[src/rtl/abs_bipolar_multi.sv]
`timescale 1ns/1ps
// Multi-channel bipolar stochastic-stream rectifier: each channel tracks its stream sign with a
// saturating up/down counter (optional hysteresis) and emits |x|, ReLU(x), x or -x.
module abs_bipolar_multi #(
    parameter int NCH  = 4,
    parameter int DEP  = 3,
    parameter int HYST = 0
) (
    input  logic           clk,
    input  logic           rst_n,
    input  logic           en,
    input  logic           clr,
    input  logic [1:0]     mode,
    input  logic [NCH-1:0] value,
    output logic [NCH-1:0] sign,
    output logic [NCH-1:0] out,
    output logic [NCH-1:0] sat_hi,
    output logic [NCH-1:0] sat_lo
);
    localparam int MID = 2 ** (DEP - 1);
    localparam int MAX = 2 ** DEP - 1;
    localparam logic [DEP-1:0] MID_V = DEP'(MID);
    localparam logic [DEP-1:0] MAX_V = DEP'(MAX);
    // Both thresholds stay within [1, MAX] for any legal HYST, so DEP bits suffice.
    localparam logic [DEP-1:0] POS_TH = DEP'(MID + HYST);
    localparam logic [DEP-1:0] NEG_TH = DEP'(MID - HYST);

    genvar gi;
    generate
        for (gi = 0; gi < NCH; gi++) begin : g_ch
            logic [DEP-1:0] cnt_reg, cnt_next;
            logic           sgn_reg, sgn_next;
            logic           tog_reg, tog_next;
            logic           out_bit;

            always_comb begin
                cnt_next = cnt_reg;
                sgn_next = sgn_reg;
                tog_next = tog_reg;
                if (clr) begin
                    cnt_next = MID_V;
                    sgn_next = 1'b0;
                    tog_next = 1'b0;
                end else if (en) begin
                    if (value[gi] && cnt_reg != MAX_V)
                        cnt_next = cnt_reg + 1'b1;
                    else if (!value[gi] && cnt_reg != '0)
                        cnt_next = cnt_reg - 1'b1;
                    // Sign is decided from the post-edge count so it never lags cnt.
                    if (cnt_next >= POS_TH)
                        sgn_next = 1'b0;
                    else if (cnt_next < NEG_TH)
                        sgn_next = 1'b1;
                    tog_next = ~tog_reg;
                end
            end

            always_ff @(posedge clk or negedge rst_n) begin
                if (!rst_n) begin
                    cnt_reg <= MID_V;
                    sgn_reg <= 1'b0;
                    tog_reg <= 1'b0;
                end else begin
                    cnt_reg <= cnt_next;
                    sgn_reg <= sgn_next;
                    tog_reg <= tog_next;
                end
            end

            // tog_reg is an alternating stream, i.e. a bipolar zero for the ReLU negative branch.
            always_comb begin
                out_bit = 1'b0;
                if (en) begin
                    case (mode)
                        2'b00:   out_bit = value[gi] ^ sgn_reg;
                        2'b01:   out_bit = sgn_reg ? tog_reg : value[gi];
                        2'b10:   out_bit = value[gi];
                        default: out_bit = ~value[gi];
                    endcase
                end
            end

            assign sign[gi]   = sgn_reg;
            assign out[gi]    = out_bit;
            assign sat_hi[gi] = (cnt_reg == MAX_V);
            assign sat_lo[gi] = (cnt_reg == '0);
        end
    endgenerate
endmodule

[config.mk]
export PLATFORM = sky130hd
export DESIGN_NAME = abs_bipolar_multi
export DESIGN_NICKNAME = d
export VERILOG_FILES = /design/src/rtl/abs_bipolar_multi.sv
export SDC_FILE = /design/constraint.sdc
export NUM_CORES = 1
export LEC_CHECK = 0
export CORE_ASPECT_RATIO = 1.1
export CORE_UTILIZATION = 53
export CTS_CLUSTER_SIZE = 10
export DETAILED_ROUTE_END_ITERATION = 7
export HOLD_SLACK_MARGIN = 0.08
export PLACE_DENSITY = 0.78
export SLEW_MARGIN = 20
export SYNTH_ARGS = -nofsm -noshare
export SYNTH_HDL_FRONTEND = slang
export SYNTH_SLANG_ARGS = --single-unit
[constraint.sdc]
create_clock -name clk -period 2.4 [get_ports clk]
set_input_delay 0.72 -clock clk [delete_from_list [all_inputs] [get_ports clk]]
set_output_delay 0.72 -clock clk [all_outputs]
set_load 0.02 [all_outputs]
After elaboration in Yosys (flattened, before gate mapping)
Index checks and enable logic that the tools add are counted.
Widths: inputs -> output; s select.

word-level totals
  flip-flop bits (word level) = 20
  bits of input ports = 10
  output and inout bits = 16
  logic and storage cells = 140

cells by class
  add/sub/neg operators = 8
  order comparisons = 8
  eq/ne operators = 10
  mux-type cells = 60
  bitwise operators = 12
  reduce and logical (&&, ||, !) cells = 30

operators by type and width
  cell                 number
  $mux 3               24
  $mux 1               32
  $reduce_bool 3->1    8
  $add 3x1->3 const B  4
  $eq 3x3->1 const B   4
  $ge 3x3->1 const B   4
  $logic_not 3->1      4
  $lt 3x3->1 const B   4
  $ne 3x3->1 const B   4
  $pmux 1 s3           4
  $sub 3x1->3 const B  4
  $logic_and 1x1->1    8
  $not 1->1            8
  $reduce_and 2->1     4
  $logic_not 1->1      4
  $xor 1x1->1          4
  $eq 2x1->1 const B   1
  $eq 2x2->1 const B   1
  $logic_not 2->1      1
  $reduce_bool 2->1    1

Logic depth before layout (Yosys ltp)
Gate-level depths: netlist of the first run.

  word-level depth = 11
  mapped depth = 6
  depth with buffers taken out = 6

Worst setup path after synthesis of the first run
OpenSTA, ideal clock, no wires.

  path type = input to output
  from = in en
  to = out out[0]
  arrival time = 1492 ps
  required time = 1680 ps
  setup slack = 188 ps
  cell stages on the path = 5
  path buffers = 3
  cell sequence = buf_2 > buf_2 > o21ai_0 > a31oi_1 > buf_4

on the way
  cells in the longest elaborated chain, start to end = 1

RTL lines
  element      RTL line  text
  from (decl)  11        input logic en,
  $mux 1       73        if (en) begin
  to (decl)    16        output logic [NCH-1:0] out,

No other way between the ends.

Worst setup path after layout of the first run
  from = in mode[0]
  to = out out[2]

on the way
  cells in the longest elaborated chain, start to end = 3
  elaborated cells between the ends (all ways) = 5
  classes of those cells = eq/ne: 2; mux: 2; reduce/logical: 1

RTL lines
  element                             RTL line  text
  from (decl)                         13        input logic [1:0] mode,
  $eq 2x2->1 (tied with other cells)  74        case (mode)
  $pmux 1 s3 (*)                      74
  $mux 1 (*)                          73

Every way passes the cells marked *; elsewhere a longest branch is shown, timed or not.

==> run summary, run 1 <==
Vias post-DR: 1377
Mapped Avg Cell Area: 8.87 um^2
Die height: 58.9 um
Flop and latch count out of synthesis: 20
DRC violations left: 0
Area Growth Syn to Fin: 22.0%
Total CTS buffers: 3
CP required: 1680 ps
Synth async-reset ratio: 1.00
Reg2Reg Setup Slack: 680 ps
Pwr Density: 542 nW/um^2
HP Start: g_ch[0].cnt_reg[2]$_DFFE_PN1P_
PortBufs: 25
Tmin final: 2310 ps
Bufs on Longest Clock Path: 2
Hold Crit Depth: 1
Syn nets: 202
Max reg flops: 12
FP Rows: 20
RSZ-0062 raised after global routing: false
Initial Util: 0.562
Worst Max-Slew Pin Slew: 369 ps
CP endpoint kind: primary output
Hold WS: 527 ps
Synth top cells by count: inv_1, dfrtp_1, ha_1, nor2_1, nand2_1
Count of cell types in the netlist: 42
Status: finished, final reports clean
EDFF count, synth: 0
Worst reg2reg path depth: 6
Detailed placer's ending HPWL: 2780 um
Via density: 5.76
CTS Sinks: 20
Startpoint Class: primary input
Final setup vio count: 0
Antenna Nets Post-Route: 0
Root buffer selected by CTS: clkbuf_4
Max-cap violations: 0
Core area: 2780 um^2
WL/cell: 15.4 um
DIE WIDTH: 53.8 um
Rel. slew slack: 0.750
Syn Inst Count: 176
Clock Skews: 0.334 ps
Peak supply drop: 434 uV
Nets: 233
Largest net degree at the start of global routing: 21
H-Tree Depth: 1
Sink of the worst hold path: g_ch[0].cnt_reg[2]$_DFFE_PN1P_
Worst Hold Class: flop to flop
Yosys warns: 0
Crit Path Class: primary input to primary output
CTS tree: done
Crit-path max cell delay: 210 ps
Final period util: 0.964
P_leak: 0.930 nW
I/O Pins: 26
Final GP Congestion: 0.788
Cell Area, Synth: 1560 um^2
GRT Total Usage: 0.264
Top-count cell post-synth: inv_1
GRT overflow: 0
Die ar.: 3170 um^2
Via count of the first global-routing pass: 1461
Worst-path clk slew: 120 ps
Non-Filler Instances: 239
Ys flop type: dfrtp_1
Seq/Total Area, Yosys: 0.324
Largest area contributor in the netlist: dfrtp_1
Router iterations before antenna repair: 5
CP Buf/Inv Count: 3
Skew-Pair Late Insertion Delay: 300 ps
Fill cell count: 231
Power, Total: 1.03 mW
Layout cells sized above 1: 0.209
# hold bufs at CTS: 0
First-pass GRT wire length: 6100 um
Antenna violations before repair: 0
Antenna diodes: 0
Max Slew Vio Count: 0
Reg-to-Reg Start: g_ch[0].cnt_reg[0]$_DFFE_PN0P_
Critical R2R Capture: g_ch[0].cnt_reg[0]$_DFFE_PN0P_
Crit path cell chain: clkbuf_2 -> buf_6 -> nor3b_2 -> a31oi_1 -> o21ai_0 -> o211a_1 -> buf_4
Top cells by area, synth: dfrtp_1, ha_1, dfstp_2
Final wirelength: 3680 um
Initial drt markers: 27
Critical path peak fanout: 6
CP max stage cell: o211a_1
Hold Vio Cnt, Final: 0
Placed instance count: 234
Worst path top cell family by delay: compound AO/OA/AOI/OAI gates
Top cell type's share of synthesized area: 0.256
CP arrival: 1590 ps
Fmax: 432 MHz
==> placed cells by master (no fill, tap or decap), drive strengths merged, types with 2 or more instances in the layout <==
cell type and instances:
a31oi 8, buf 21, clkbuf 8, clkdlybuf4s15 2, clkdlybuf4s50 6, dfrtp 16, dfstp 4, dlygate4sd2 8
ha 16, inv 18, nand2 14, nand2b 10, nand3 3, nor2 16, nor2b 4, nor3b 4
o2111ai 2, o211ai 2, o21ai 8, o22ai 2, o311ai 3, o31a 3, or3 2, xnor2 8
xor2 3
==> stage by stage <==
step	area (um^2)	setup slack, ps	setup TNS [ps]	util
2_1_floorplan	1560	188	0	-
3_3_place_gp	1870	-677	-2630	0.673
3_5_place_dp	1870	-748	-2970	0.673
4_1_cts	1910	-38.5	-38.5	0.687
5_1_grt	1900	1.77	0	0.686
6_report	1900	85.3	0	0.686
==> final cells by class <==
| type | instances | area (um^2) | area share |
|---|---|---|---|
| Multi-Input combinational cell | 122 | 903 | 0.474 |
| Sequential cell | 20 | 505 | 0.265 |
| Timing Repair Buffer | 42 | 334 | 0.175 |
| Inverter | 18 | 67.6 | 0.0355 |
| Tap cell | 33 | 41.3 | 0.0217 |
| Clock inverter | 1 | 30.0 | 0.0158 |
| Clock buffer | 3 | 22.5 | 0.0118 |
==> report_power, final <==
group | internal [mW] | total, mW | switching [mW]
combinational | 0.153 | 0.342 | 0.189
clock | 0.169 | 0.280 | 0.111
sequential | 0.375 | 0.410 | 0.0344
==> worst max-delay path by stage <==
stage | startpoint | to | slack (ps) | depth (start not counted)
after detailed placement | mode[0] | out[2] | -750 | 7
after floorplan | en | out[0] | 190 | 5
after CTS | mode[0] | out[2] | -40 | 7
after global placement | mode[0] | out[2] | -680 | 7
final | mode[0] | out[2] | 90 | 7
after global routing | g_ch[3].cnt_reg[0]$_DFFE_PN0P_ | sat_lo[3] | 2 | 5
==> layer usage <==
metal  vias to the layer above  wire [um]  global-route usage
met5                         -          0                   0
met4                         0         61              0.0865
met3                        11        144              0.0388
met2                        44       1930               0.497
met1                       665       1550               0.292
li1                        657          -                   -
==> repair_timing <==
item                       in CTS  in global routing
setup endpoints to repair      12                  7
cloned                          1                  0
pin swaps                       1                  1
resized for setup              41                 15
setup buffers                   0                  0
==> kinds of logic after synthesis <==
family                   after synthesis  share of synthesized area
XOR/XNOR                              11                     0.0617
AND/OR/NAND/NOR                       56                      0.184
flip-flops                            20                      0.324
adder cells (fa/ha/maj)               16                      0.128
AO/OA/AOI/OAI                         37                      0.178
multiplexers                           2                     0.0136
buffers and inverters                 34                      0.111
Power figures use the tool's default switching activity.
==> inputs of run 2 (changes only) <==
CORE_UTILIZATION = 42   (was 53)
PLACE_DENSITY = default   (was 0.78)
PLACE_DENSITY_LB_ADDON = 0.08   (was default)
==> run summary, run 2 (same netlist as run 1, synthesis figures left out) <==
Status: finished, final reports clean
Worst path top cell family by delay: buffers and inverters
First-pass GRT wire length: 5750 um (-5.8%)
Tmin final: 2380 ps (+69.7 ps)
Largest net degree at the start of global routing: 21 (unchanged)
Hold Vio Cnt, Final: 0 (unchanged)
Fill cell count: 333 (+44%)
Clock power share: 0.215 (-0.056)
PortBufs: 25 (unchanged)
Max-cap violations: 0 (unchanged)
Worst-path clk slew: 120 ps (about the same)
GRT Total Usage: 0.193 (-0.0712)
Via count of the first global-routing pass: 1361 (-6.8%)
I/O Pins: 26 (unchanged)
Storage cell area: 505 um^2 (unchanged)
Fmax: 419 MHz (-2.9%)
Final setup vio count: 0 (unchanged)
Fin area: 1940 um^2 (+1.8%)
Final wirelength: 3370 um (-8.3%)
Worst reg2reg path depth: 6 (unchanged)
H-Tree Depth: 1 (unchanged)
Antenna violations before repair: 0 (unchanged)
Power Internal: 0.626 mW (-10%)
GRT overflow: 0 (unchanged)
Layout cells sized above 1: 0.199 (-0.00971)
Via density: 5.22 (-9.4%)
RSZ-0062 raised after global routing: true
Power, Total: 0.953 mW (-7.6%)
Die height: 66.0 um (+12%)
Vias post-DR: 1326 (-3.7%)
CP Buf/Inv Count: 4 (+1)
Skew-Pair Late Insertion Delay: 310 ps (about the same)
CP max stage cell: a31oi_1
Crit-path max cell delay: 180 ps (-30 ps)
Root buffer selected by CTS: clkbuf_4
# hold bufs at CTS: 0 (unchanged)
Crit path cell chain: buf_2 -> buf_12 -> buf_4 -> nor3b_2 -> a31oi_1 -> a31oi_1 -> buf_4
Gate power share: 0.358 (+0.026)
Post-layout util: 0.563 (-0.122)
DRC violations left: 0 (unchanged)
Initial Util: 0.454 (-0.108)
CP arrival: 1660 ps (+70 ps)
Worst Hold Class: flop to flop
Switch share: 0.343 (+0.0193)
Startpoint Class: primary input
Total CTS buffers: 3 (unchanged)
CTS tree: done
Worst Max-Slew Pin Slew: 415 ps (+46.4 ps)
Rel. slew slack: 0.719 (-0.0314)
Crit Path Class: primary input to primary output
CP Depth: 7 (unchanged)
DIE WIDTH: 60.1 um (+12%)
Seq pwr share: 0.427 (+0.030)
CTS Sinks: 20 (unchanged)
Antenna diodes: 0 (unchanged)
Crit. Startpoint: mode[0]
Area Growth Syn to Fin: 24.1%
Critical R2R Capture: g_ch[0].cnt_reg[0]$_DFFE_PN0P_
Worst setup path end: out[0]
Core area: 3440 um^2 (+24%)
Router iterations before antenna repair: 4 (-1)
Detailed placer's ending HPWL: 2520 um (-9.4%)
Reg-to-Reg Start: g_ch[0].cnt_reg[0]$_DFFE_PN0P_
Switching power total: 0.327 mW (-2.1%)
P_leak: 0.950 nW (+2.1%)
Reg2Reg Setup Slack: 720 ps (+40 ps)
Post-DP Area: 1880 um^2 (+0.87%)
CP endpoint kind: primary output
Final GP Congestion: 0.842 (+6.7%)
Multi-input gate area: 901 um^2 (-0.28%)
Setup TNS: 0 ps (unchanged)
Most common cell after layout, fill and taps aside: buf_4
FP Rows: 22 (+10%)
Peak supply drop: 299 uV (-31%)
Critical path peak fanout: 8 (+2)
Final period util: 0.994 (+0.0291)
Antenna Nets Post-Route: 0 (unchanged)
Hold WS: 525 ps (-2.30 ps)
Clock Skews: 0.624 ps (+0.290 ps)
Max Slew Vio Count: 0 (unchanged)
Max reg flops: 12 (unchanged)
Bufs on Longest Clock Path: 2 (unchanged)
Most frequent cells in the layout: buf_4, inv_1, ha_1, dfrtp_1, nor2_1
Pwr Density: 492 nW/um^2 (-9.2%)
Nets: 233 (unchanged)
Initial drt markers: 41 (+52%)
WL/cell: 13.3 um (-14%)
CP required: 1680 ps (about the same)
Die ar.: 3970 um^2 (+25%)
run 2: cell type report:
type	count	share of cell area
Multi-Input combinational cell	122	0.465
Sequential cell	20	0.261
Timing Repair Buffer	42	0.190
Inverter	18	0.0349
Tap cell	48	0.0310
Clock buffer	4	0.0187
run 2: power groups by stage:
stage / clock network (mW) / registers (mW) / logic, mW
after global routing: 0.230 / 0.412 / 0.381
after floorplan: 0 / 0.405 / 0.241
after global placement: 0 / 0.411 / 0.328
final: 0.205 / 0.407 / 0.341
after CTS: 0.212 / 0.407 / 0.339
after detailed placement: 0 / 0.414 / 0.342
run 2: worst min path at each step:
stage | start | end | cells after the start
after floorplan | rst_n | g_ch[0].cnt_reg[0]$_DFFE_PN0P_ | 0
after global placement | g_ch[0].cnt_reg[2]$_DFFE_PN1P_ | g_ch[0].cnt_reg[2]$_DFFE_PN1P_ | 1
after detailed placement | g_ch[0].cnt_reg[2]$_DFFE_PN1P_ | g_ch[0].cnt_reg[2]$_DFFE_PN1P_ | 1
after CTS | g_ch[0].cnt_reg[2]$_DFFE_PN1P_ | g_ch[0].cnt_reg[2]$_DFFE_PN1P_ | 1
after global routing | g_ch[0].cnt_reg[2]$_DFFE_PN1P_ | g_ch[0].cnt_reg[2]$_DFFE_PN1P_ | 1
final | g_ch[0].cnt_reg[2]$_DFFE_PN1P_ | g_ch[0].cnt_reg[2]$_DFFE_PN1P_ | 1
run 2: per-stage QoR:
stage / std cells / worst slack, ps
after global routing: 254 / -53.2
after CTS: 254 / 3.96
after detailed placement: 247 / -767
final: 254 / 15.5
after global placement: 247 / -717
after floorplan: 176 / 188
run 2: worst reg2reg max path: stages, from the launching register on:
cell and delay [ps]:
dfrtp_1 390, inv_1 90, ha_1 210, nor2b_1 160, or2_1 230, a21oi_1 170
mux2_1 330
run 2: repair_timing:
item,4_1_cts,5_1_grt
pin swaps,2,2
gates resized for setup,42,11
setup buffers,3,0
endpoints found under the setup margin,11,6
run 2: per-layer routing:
layer	vias to the layer above	global-route usage	part of all wire
met1	650	0.219	0.45
li1	652	-	-
met3	5	0.0431	0.026
met5	-	0	0
met4	0	0.0581	0.012
met2	19	0.350	0.51
==> inputs of run 3 (changes only) <==
PLACE_DENSITY = 0.65   (was default)
PLACE_DENSITY_LB_ADDON = default   (was 0.08)
==> run summary, run 3 (same netlist as run 1, synthesis figures left out) <==
Non-Filler Instances: 254 (unchanged)
Skew-Pair Late Insertion Delay: 300 ps (about the same)
Die height: 66.0 um (unchanged)
P_leak: 0.955 nW (+0.51%)
Crit Path Class: primary input to primary output
Reg-to-Reg Start: g_ch[0].cnt_reg[0]$_DFFE_PN0P_
Tmin final: 2350 ps (-31.2 ps)
DIE WIDTH: 60.1 um (unchanged)
Antenna violations before repair: 0 (unchanged)
Antenna diodes: 0 (unchanged)
Rel. slew slack: 0.713 (-0.00604)
Detailed placer's ending HPWL: 2620 um (+4.0%)
HP Start: g_ch[0].cnt_reg[2]$_DFFE_PN1P_
WL/cell: 13.7 um (+2.8%)
GRT overflow: 0 (unchanged)
Max Slew Vio Count: 0 (unchanged)
Worst Hold Class: flop to flop
GRT Total Usage: 0.195 (+0.00235)
Fmax: 425 MHz (+1.3%)
Post-CTS setup buffers: 0 (-3)
CP endpoint kind: primary output
Status: finished, final reports clean
CP arrival: 1630 ps (-30 ps)
Pwr Density: 526 nW/um^2 (+6.9%)
Initial Util: 0.454 (unchanged)
Via count of the first global-routing pass: 1352 (-0.66%)
Area Growth Syn to Fin: 25.4%
Peak supply drop: 297 uV (-0.48%)
CTS tree: done
Total CTS buffers: 3 (unchanged)
Most frequent cells in the layout: inv_1, buf_4, ha_1, dfrtp_1, nor2_1
First-pass GRT wire length: 5900 um (+2.6%)
Router iterations before antenna repair: 4 (unchanged)
Reg2Reg Setup Slack: 730 ps (about the same)
Worst-path clk slew: 130 ps (about the same)
Nets: 233 (unchanged)
Clock Skews: 6.40 ps (+5.78 ps)
Vias post-DR: 1340 (+1.1%)
Worst Max-Slew Pin Slew: 424 ps (+8.91 ps)
Crit. Startpoint: value[0]
Final setup vio count: 0 (unchanged)
Hold Vio Cnt, Final: 0 (unchanged)
FP Rows: 22 (unchanged)
Max reg flops: 12 (unchanged)
Root buffer selected by CTS: clkbuf_4
Layout cells sized above 1: 0.209 (+0.00971)
Final GP Congestion: 0.812 (-3.6%)
CTS Sinks: 20 (unchanged)
Final wirelength: 3470 um (+2.8%)
CP required: 1680 ps (about the same)
Core area: 3440 um^2 (unchanged)
Final period util: 0.981 (-0.0130)
Placed instance count: 249 (+0.81%)
Bufs on Longest Clock Path: 2 (unchanged)
Largest net degree at the start of global routing: 21 (unchanged)
Die ar.: 3970 um^2 (unchanged)
DRC violations left: 0 (unchanged)
Max-cap violations: 0 (unchanged)
I/O Pins: 26 (unchanged)
RSZ-0062 raised after global routing: false
H-Tree Depth: 1 (unchanged)
Initial drt markers: 54 (+32%)
Post-layout util: 0.569 (+0.00582)
Via density: 5.28 (+1.1%)
Critical path peak fanout: 3 (-5)
PortBufs: 25 (unchanged)
Startpoint Class: primary input
Antenna Nets Post-Route: 0 (unchanged)
-- run 3: final timing paths --
check                                                  to  depth (start not counted)
max                                                out[0]                          5
min                        g_ch[0].cnt_reg[2]$_DFFE_PN1P_                          1
max reg2reg                g_ch[0].cnt_reg[0]$_DFFE_PN0P_                          6
min reg2reg                g_ch[0].cnt_reg[2]$_DFFE_PN1P_                          1
max in group asynchronous  g_ch[3].cnt_reg[2]$_DFFE_PN1P_                          2
min in group asynchronous  g_ch[3].cnt_reg[0]$_DFFE_PN0P_                          2
-- run 3: through the flow --
step	setup TNS, ps	power, mW	hold WS [ps]	area [um^2]	setup slack (ps)
floorplan	0	0.646	424	1560	188
global placement	-2800	0.741	505	1900	-723
detailed placement	-3080	0.759	517	1900	-735
CTS	0	1.03	544	1950	0.774
global route	0	1.09	563	1960	2.37
finish	0	1.03	542	1960	46.7
-- run 3: layout make-up --
class / instances / area (um^2)
Sequential cell: 20 / 505
Clock buffer: 3 / 22.5
Timing Repair Buffer: 42 / 369
Clock inverter: 1 / 30.0
Inverter: 18 / 67.6
Tap cell: 48 / 60.1
Fill cell: 337 / 1480
Multi-Input combinational cell: 122 / 903
-- run 3: worst max-delay path, cell delays in order --
cell and delay (ps):
dlygate4sd2_1 280, nor3b_2 190, a31oi_1 60, a31oi_1 190
buf_2 190
-- run 3: routing by layer --
layer | up-vias | wire, um | track usage
met1 | 647 | 1610 | 0.252
met5 | - | 0 | 0
met3 | 6 | 92 | 0.0294
met2 | 28 | 1710 | 0.337
li1 | 659 | - | -
met4 | 0 | 61 | 0.0465
-- run 3: power breakdown --
| group | leakage [nW] | internal [mW] | switching (mW) |
|---|---|---|---|
| clock | 0.0279 | 0.169 | 0.112 |
| sequential | 0.252 | 0.375 | 0.0325 |
| combinational | 0.675 | 0.157 | 0.184 |
-- run 3: repair_timing --
item / CTS / global route
resized for setup: 40 / 17
gates cloned: 1 / 0
pin swaps: 0 / 2
setup endpoints to repair: 11 / 8
hold buffers: 0 / 0
